==> src/rtl/inst_pkg.sv <==
// -----------------------------------------------------------------------------
// inst_pkg
// Shared definitions for the instruction dispatcher: instruction word geometry,
// the bit positions of every ILC / W2C config field inside the instruction
// word, and the dispatcher state enum.
// No ports (package).
// -----------------------------------------------------------------------------
package inst_pkg;

    // Instruction word geometry
    localparam int INST_LEN = 220;
    localparam int LAST_BIT = 219;

    // ILC config slice, inst[59:0]
    localparam int ILC_CFG_W             = 60;
    localparam int ILC_ST_ADDR_LSB       = 0;
    localparam int ILC_ST_ADDR_MSB       = 35;
    localparam int ILC_ISPAD_BIT         = 36;
    localparam int ILC_LINELEN_LSB       = 37;
    localparam int ILC_LINELEN_MSB       = 45;
    localparam int ILC_BSR_ISZERO_LSB    = 46;
    localparam int ILC_BSR_ISZERO_MSB    = 49;
    localparam int ILC_BSR_BUFFERMUX_LSB = 50;
    localparam int ILC_BSR_BUFFERMUX_MSB = 57;
    localparam int ILC_FROMFIFO_BIT      = 58;
    localparam int ILC_TOFIFO_BIT        = 59;

    // W2C config slice, inst[136:60]
    localparam int W2C_CFG_W             = 77;
    localparam int W2C_IS_BACK_BIT       = 60;
    localparam int W2C_BIAS_SHIFT_LSB    = 132;
    localparam int W2C_BIAS_SHIFT_MSB    = 136;

    // Dispatcher states
    typedef enum logic [1:0] {
        IDLE  = 2'd0,
        ISSUE = 2'd1,
        WAIT  = 2'd2,
        HALT  = 2'd3
    } state_t;

endpackage

==> src/rtl/done_tracker.sv <==
// -----------------------------------------------------------------------------
// done_tracker
// Remembers which of the two downstream units (ILC, W2C) has reported
// completion for the instruction currently in flight, and flags the cycle on
// which both have finished.
//
// Ports:
//   clk       in   clock
//   rst_n     in   asynchronous active-low reset
//   issue     in   dispatcher is in its ISSUE cycle
//   waiting   in   dispatcher is in WAIT
//   w2c_skip  in   current instruction does not use W2C (counts as already done)
//   ilc_done  in   ILC completion pulse
//   w2c_done  in   W2C completion pulse
//   all_done  out  both units finished; asserted only while waiting
// -----------------------------------------------------------------------------
module done_tracker (
    input  logic clk,
    input  logic rst_n,
    input  logic issue,
    input  logic waiting,
    input  logic w2c_skip,
    input  logic ilc_done,
    input  logic w2c_done,
    output logic all_done
);

    logic ilc_seen;
    logic w2c_seen;
    logic armed;

    // A unit may finish in the very cycle it is started, so pulses are
    // captured from ISSUE onwards; anything arriving in IDLE/HALT is dropped.
    assign armed = issue | waiting;

    // Current pulses are OR'd in so completion costs no extra cycle.
    assign all_done = waiting & (ilc_seen | ilc_done) & (w2c_seen | w2c_done);

    always_ff @(posedge clk or negedge rst_n) begin
        if (!rst_n) begin
            ilc_seen <= 1'b0;
            w2c_seen <= 1'b0;
        end else if (all_done) begin
            ilc_seen <= 1'b0;
            w2c_seen <= 1'b0;
        end else if (armed) begin
            ilc_seen <= ilc_seen | ilc_done;
            w2c_seen <= w2c_seen | w2c_done | (issue & w2c_skip);
        end
    end

endmodule

==> src/rtl/inst_dispatch.sv <==
// -----------------------------------------------------------------------------
// inst_dispatch
// Pops one instruction at a time from a show-ahead instruction FIFO, slices it
// into the ILC and W2C configuration words, starts both units and waits for
// both to finish before fetching the next one. An instruction with the last
// marker set parks the block in HALT until reset.
//
// Optional build macro: INST_DISPATCH_PERF_EN adds the stall_cyc / wait_cyc
// saturating performance counters and their output ports.
//
// Ports:
//   clk         in   clock
//   rst_n       in   asynchronous active-low reset
//   run         in   fetch enable (level)
//   instruct    in   FIFO head word, valid when inst_empty=0
//   inst_empty  in   FIFO empty
//   inst_req    out  FIFO pop strobe (combinational)
//   ilc_cfg     out  ILC config, instruction bits [59:0]
//   w2c_cfg     out  W2C config, instruction bits [136:60]
//   ilc_start   out  one-cycle ILC start pulse
//   w2c_start   out  one-cycle W2C start pulse (only if is_w2c_back)
//   ilc_done    in   ILC completion pulse
//   w2c_done    in   W2C completion pulse
//   busy        out  instruction in flight
//   halted      out  last instruction completed
//   inst_cnt    out  instructions issued (wraps)
//   stall_cyc   out  [perf] IDLE cycles starved by an empty FIFO (saturating)
//   wait_cyc    out  [perf] cycles spent waiting for completion (saturating)
// -----------------------------------------------------------------------------
module inst_dispatch #(
    parameter int INST_LEN = inst_pkg::INST_LEN,
    parameter int LAST_BIT = inst_pkg::LAST_BIT,
    parameter int CNT_W    = 32
) (
    input  logic                clk,
    input  logic                rst_n,
    input  logic                run,
    input  logic [INST_LEN-1:0] instruct,
    input  logic                inst_empty,
    output logic                inst_req,
    output logic [59:0]         ilc_cfg,
    output logic [76:0]         w2c_cfg,
    output logic                ilc_start,
    output logic                w2c_start,
    input  logic                ilc_done,
    input  logic                w2c_done,
    output logic                busy,
    output logic                halted,
    output logic [CNT_W-1:0]    inst_cnt
`ifdef INST_DISPATCH_PERF_EN
    ,
    output logic [CNT_W-1:0]    stall_cyc,
    output logic [CNT_W-1:0]    wait_cyc
`endif
);

    import inst_pkg::*;

    localparam logic [CNT_W-1:0] CNT_ONE = {{(CNT_W-1){1'b0}}, 1'b1};

    state_t                state;
    state_t                state_nxt;
    logic [INST_LEN-1:0]   inst_q;
    logic                  all_done;
    logic                  unused_inst_bits;

    // Only the W2C-enable and last-marker bits of the held word steer control;
    // the rest is kept as a full copy of the fetched instruction.
    assign unused_inst_bits = ^inst_q;

    always_ff @(posedge clk or negedge rst_n) begin
        if (!rst_n) begin
            state <= IDLE;
        end else begin
            state <= state_nxt;
        end
    end

    // Next state and the combinational strobes. The pop and the ISSUE
    // transition share one edge, so a fetch pops exactly once.
    always_comb begin
        state_nxt = state;
        inst_req  = 1'b0;
        ilc_start = 1'b0;
        w2c_start = 1'b0;
        case (state)
            IDLE: begin
                if (run && !inst_empty) begin
                    inst_req  = 1'b1;
                    state_nxt = ISSUE;
                end
            end
            ISSUE: begin
                ilc_start = 1'b1;
                w2c_start = inst_q[W2C_IS_BACK_BIT];
                state_nxt = WAIT;
            end
            WAIT: begin
                if (all_done) begin
                    state_nxt = inst_q[LAST_BIT] ? HALT : IDLE;
                end
            end
            HALT: begin
                state_nxt = HALT;
            end
            default: begin
                state_nxt = IDLE;
            end
        endcase
    end

    assign busy   = (state == ISSUE) || (state == WAIT);
    assign halted = (state == HALT);

    // Config words are taken straight from the FIFO head on the fetch edge so
    // they are already valid while the start pulses are out.
    always_ff @(posedge clk or negedge rst_n) begin
        if (!rst_n) begin
            inst_q  <= '0;
            ilc_cfg <= '0;
            w2c_cfg <= '0;
        end else if (inst_req) begin
            inst_q  <= instruct;
            ilc_cfg <= {instruct[ILC_TOFIFO_BIT],
                        instruct[ILC_FROMFIFO_BIT],
                        instruct[ILC_BSR_BUFFERMUX_MSB:ILC_BSR_BUFFERMUX_LSB],
                        instruct[ILC_BSR_ISZERO_MSB:ILC_BSR_ISZERO_LSB],
                        instruct[ILC_LINELEN_MSB:ILC_LINELEN_LSB],
                        instruct[ILC_ISPAD_BIT],
                        instruct[ILC_ST_ADDR_MSB:ILC_ST_ADDR_LSB]};
            w2c_cfg <= {instruct[W2C_BIAS_SHIFT_MSB:W2C_BIAS_SHIFT_LSB],
                        instruct[W2C_BIAS_SHIFT_LSB-1:W2C_IS_BACK_BIT+1],
                        instruct[W2C_IS_BACK_BIT]};
        end
    end

    always_ff @(posedge clk or negedge rst_n) begin
        if (!rst_n) begin
            inst_cnt <= '0;
        end else if (state == ISSUE) begin
            inst_cnt <= inst_cnt + CNT_ONE;
        end
    end

    done_tracker u_done_tracker (
        .clk      (clk),
        .rst_n    (rst_n),
        .issue    (state == ISSUE),
        .waiting  (state == WAIT),
        .w2c_skip (!inst_q[W2C_IS_BACK_BIT]),
        .ilc_done (ilc_done),
        .w2c_done (w2c_done),
        .all_done (all_done)
    );

`ifdef INST_DISPATCH_PERF_EN
    // Both counters stick at all-ones rather than wrapping.
    always_ff @(posedge clk or negedge rst_n) begin
        if (!rst_n) begin
            stall_cyc <= '0;
            wait_cyc  <= '0;
        end else begin
            if ((state == IDLE) && run && inst_empty && (stall_cyc != '1)) begin
                stall_cyc <= stall_cyc + CNT_ONE;
            end
            if ((state == WAIT) && (wait_cyc != '1)) begin
                wait_cyc <= wait_cyc + CNT_ONE;
            end
        end
    end
`endif

endmodule

==> config.mk <==
export PLATFORM = sky130hd
export DESIGN_NAME = inst_dispatch
export DESIGN_NICKNAME = d
export VERILOG_FILES = /design/src/rtl/inst_pkg.sv /design/src/rtl/done_tracker.sv /design/src/rtl/inst_dispatch.sv
export SDC_FILE = /design/constraint.sdc
export NUM_CORES = 1
export LEC_CHECK = 0
export ABC_AREA = 1
export CAP_MARGIN = 20
export CORE_AREA = 2 2 169 171
export CTS_CLUSTER_DIAMETER = 80
export DETAILED_ROUTE_END_ITERATION = 10
export DIE_AREA = 0 0 171 173
export PLACE_DENSITY_LB_ADDON = 0.15
export SYNTH_ARGS = -nofsm -noshare
export SYNTH_HDL_FRONTEND = slang
export SYNTH_SLANG_ARGS = --single-unit
==> constraint.sdc <==
create_clock -name clk -period 4.8 [get_ports clk]
set_clock_uncertainty 0.1 [all_clocks]
set_input_delay 0.48 -clock clk [delete_from_list [all_inputs] [get_ports clk]]
set_output_delay 0.48 -clock clk [all_outputs]
set_load 0.01 [all_outputs]
=== After elaboration in Yosys (flattened, before gate mapping) ===
Index checks and enable logic that the tools add are counted.

* Add/subtract/negate cells: 1
* $mul: 0
* Div/mod/pow operators: 0
* $lt $le $gt $ge: 0
* Equality and inequality tests: 5
* Shifts and indexed selects: 0
* Mux-type cells: 12
* Bitwise logic cells: 7
* Reduce and logical (&&, ||, !) cells: 7

{| class="wikitable"
|+ Operators by type and width
! cell !! number
|-
| $add 32x1->32 const B || 1
|-
| $mux 1 || 8
|-
| $pmux 2 s4 || 1
|-
| $mux 2 || 3
|-
| $eq 2x2->1 const B || 2
|-
| $ne 2x2->1 const B || 2
|-
| $or 1x1->1 || 4
|-
| $and 1x1->1 || 3
|-
| $eq 2x1->1 const B || 1
|-
| $logic_not 1->1 || 2
|-
| $logic_not 2->1 || 1
|-
| $reduce_and 2->1 || 1
|-
| $reduce_bool 2->1 || 1
|-
| $logic_and 1x1->1 || 1
|-
| $logic_or 1x1->1 || 1
|}

* Register bits: 393
* Bits in latches: 0
* RAM bits: 0
* ROM bits: 0
* Output and inout bits: 174
* Word-level logic and storage cells: 39
* Memories kept: 0

=== Depth between registers and ports, before layout ===
* Depth in word-level cells: 5
* Mapped depth: 11

=== Modules after synthesis ===
From an unflattened synthesis, not the netlist that was laid out.

* Cell total of the unflattened synthesis: 990
* Area, all modules: 8,309.2 µm²

{| class="wikitable"
|+ By module, submodules not included
! module !! times used !! cells an instance !! area an instance (µm²) !! seq. area each (µm²)
|-
| inst_dispatch || 1 || 969 || 8,179.1 || 4,304.1
|-
| done_tracker || 1 || 21 || 130.1 || 50.0
|}

=== Worst setup path after synthesis ===
No wires, ideal clock.

* Path type: register to output
* Start: register state[1]
* End: output inst_req
* Arrival: 1,166 ps
* Slack: 3,054 ps
* Stages on the path, launching flop included: 6
* Buffers on the path: 1
* Path through: dfrtp_1 > inv_1 > ha_1 > nand3_1 > clkinv_1 > clkbuf_1

* Cells in the longest elaborated chain, start to end: 2

{| class="wikitable"
|+ RTL lines
! element !! RTL line !! source
|-
| start, declared || inst_dispatch.sv:61 || <nowiki>state_t state;</nowiki>
|-
| start signal, assigned || inst_dispatch.sv:75 || <nowiki>state <= state_nxt;</nowiki>
|-
| $logic_not 2->1 || inst_dispatch.sv:86 || <nowiki>case (state)</nowiki>
|-
| $mux 1 || inst_dispatch.sv:86 ||
|-
| end, declared || inst_dispatch.sv:40 || <nowiki>output logic inst_req,</nowiki>
|}

No other way between the ends.

=== Worst setup path after layout ===
Ends and elaborated chain as after synthesis.

==> results.py <==
metrics = {
    "finish": {
        "syn_to_final_growth_pct": 38.4,
        "antenna_cells": 0,
        "final_common_cell": "nand2_1",
        "postLayoutCoreUtil_pct": 41.3,
        "final_cell_mix": "nand2_1, clkdlybuf4s50_1, dfrtp_1",
        "nNetsFinal": 1383,
        "finish.instance_area_um2": 11400,
        "drive_gt1_share_pct": 5.25,
    },
    "die": {
        "start_util_pct": 29.8,
        "num_rows": 61,
        "die_y_um": 173,
        "ioPinCount": 400,
        "coreArea_um2": 27600,
        "die_w_um": 171,
        "die_area_um2": 29600,
    },
    "timing": {
        "rsz0062_at_grt": "false",
        "hold_viol": 0,
        "slew_violations": 0,
        "fmax_mhz": 306,
        "hold_slack_ps": 64.6,
        "fin_crit_sh_pct": 68.0,
        "timing.setup.tns_ps": 0,
        "min_period_ps": 3270,
        "slew-limit-headroom_pct": 34.5,
        "worst_slew_pin_slew_ps": 983,
        "finalSetupViolCount": 0,
    },
    "placement": {
        "placed_cell_area_um2": 10800,
        "hpwl_um": 15200,
        "routabilityCongestion": 0.749,
        "portBuffers": 317,
    },
    "critical_path": {
        "worstPathArrival_ps": 2690,
        "start_kind": "register",
        "worstPathRequired_ps": 4220,
        "crit_family": "buffers and inverters",
        "crit_fanout": 61,
        "path_depth": 5,
        "cp_cell_sequence": "inv_1 -> ha_1 -> nand3_4 -> inv_4 -> clkdlybuf4s50_1",
        "worstReg2RegStart": "state[1]",
        "reg2reg_to": "ilc_cfg[25]",
        "crit_buf_inv": 3,
        "endpoint_kind": "primary output",
        "slowest_delay_ps": 640,
        "worstSetupEndpoint": "inst_req",
        "r2r_cells": 7,
        "reg2reg_slack_ps": 2100,
        "cp_slowest_cell": "nand3_4",
        "crit_start": "state[1]",
        "worstSetupPathType": "reg -> out",
    },
    "drt": {
        "wl_um": 22100,
        "via_per_inst": 4.03,
        "drt-pass1-iter-count": 5,
        "num_vias": 6213,
        "drc": 0,
        "ant_nets": 0,
        "drt_iter0_drc": 357,
        "routedWlPerCell_um": 14.3,
    },
    "synth": {
        "syn-num-nets": 1212,
        "yosys.area.top_type": "dfrtp_1",
        "syn-cell-area_um2": 8240,
        "synth.distinct_cells": 24,
        "synth_top_area_share_pct": 52.8,
        "async_flop_share_pct": 100,
        "syn_inst": 980,
        "synthFlopType": "dfrtp_1",
        "synth_edf_count": 0,
        "yosysWarningCount": 0,
        "ys_seq_area_share_pct": 52.8,
        "synth_area_leaders": "dfrtp_1, nand2_1, buf_4, inv_1, xor2_1",
        "ys_ff_latch": 174,
        "syn_area_per_cell_um2": 8.41,
    },
    "global_routing": {
        "overflow": 0,
        "grt_pass1_vias": 6077,
        "grt_antenna_before_repair": 1,
        "grt.total_usage_pct": 15.2,
        "grt_pass1_wl_um": 35200,
        "grt_max_degree": 140,
    },
    "pwr": {
        "p_int_uw": 4290,
        "vdd_drop_max_v": 0.000294,
        "powerDensity_nw_per_um2": 563,
        "total_power_uw": 6430,
        "leakage_uw": 0.00541,
        "combPwrFrac_pct": 39.8,
        "p_sw_share_pct": 33.2,
        "p_seq_share_pct": 37.0,
        "p_clk_share_pct": 23.3,
        "p_switching_uw": 2130,
    },
    "run_status": {
        "status": "finished, final reports clean",
    },
    "cts": {
        "ctsHoldBuffers": 0,
        "cts_sinks": 174,
        "clk-insertion-delay-late_ps": 420,
        "path_clk_slew_ps": 70,
        "cts_buffers": 17,
        "htreeDepth": 4,
        "post_cts_buffers": 0,
        "clk_path_buf_depth": 2,
        "cts_tree": "built",
        "cts_resized": 0,
        "cts_root_buf": "clkbuf_16",
    },
    "min_path": {
        "hold_path_class": "in -> async",
    },
    "flow_run": {
        "maxCapViolCount": 0,
    },
}
==> metal layers <==
| layer | wire length (um) | vias to the layer above | track usage (%) |
|---|---|---|---|
| met4 | 320 | 0 | 5.23 |
| li1 | - | 3174 | - |
| met2 | 10500 | 185 | 24.2 |
| met5 | 0 | - | 0 |
| met1 | 9760 | 2839 | 19.9 |
| met3 | 1540 | 15 | 4.28 |
==> power groups by stage <==
stage | registers, uW | clock network, uW | logic, uW
finish | 2380 | 1500 | 2550
global placement | 2380 | 0 | 2600
CTS | 2380 | 1560 | 2610
floorplan | 2330 | 0 | 1790
detailed placement | 2390 | 0 | 2610
global route | 2460 | 1620 | 2800
==> kinds of logic after synthesis <==
| logic type | count (synthesis) | share of synthesized area [%] |
|---|---|---|
| buffers and inverters | 209 | 16.1 |
| AOI/OAI and AO/OA | 10 | 0.638 |
| adders and majority gates | 6 | 0.911 |
| DFF | 174 | 52.8 |
| and+or+nand+nor | 560 | 27.3 |
| xor gates and xnor gates | 21 | 2.23 |
==> stage by stage <==
stage / cells / worst slack, ps
final: 1541 / 1530
after global routing: 1541 / 1280
after CTS: 1541 / 1440
after detailed placement: 1510 / 1710
after global placement: 1510 / 1690
after floorplan: 980 / 3050
==> cells in the mapped netlist (3+ instances only) <==
cell type  number
nand2_1       488
nor2_4          8
ha_1            6
inv_1          38
nor3_1          4
o21ai_0         5
nor2_2          7
nand3_1        13
nand4_1        11
buf_2          17
xnor2_1        10
nand2_2         6
a21oi_1         3
dfrtp_1       174
nor2_1         22
clkbuf_1       12
xor2_1         11
buf_4         138
==> worst min path at each step <==
stage / start / endpoint / slack [ps]
after floorplan: rst_n / ilc_cfg[0] / 80
after global placement: ilc_cfg[16] / ilc_cfg[16] / 360
after detailed placement: ilc_cfg[49] / ilc_cfg[49] / 360
after CTS: rst_n / inst_cnt[13] / 110
after global routing: rst_n / inst_cnt[13] / 140
final: rst_n / ilc_cfg[30] / 60
==> worst register-to-register path, stage by stage, from the launching register on <==
cell and delay, ps:
dfrtp_1 400, inv_1 160, ha_1 250, nand3_4 640
inv_4 260, buf_12 450, nand2_1 280, nand2_1 100
==> registers in the layout, summed over array words and instances, names as in the netlist <==
| signal | count |
|---|---|
| u_done_tracker.w2c_seen | 1 |
| ilc_cfg | 59 |
| inst_cnt | 32 |
| u_done_tracker.ilc_seen | 1 |
| state | 2 |
| inst_q | 3 |
| w2c_cfg | 76 |
==> cell type report <==
type | count | area [um2]
Fill cell | 2829 | 16200
Sequential cell | 174 | 4350
Timing Repair Buffer | 320 | 3220
Multi-Input combinational cell | 597 | 2570
Tap cell | 378 | 473
Clock buffer | 19 | 453
Clock inverter | 12 | 173
Inverter | 41 | 156
Note: power is estimated with default switching activity, not from simulation.
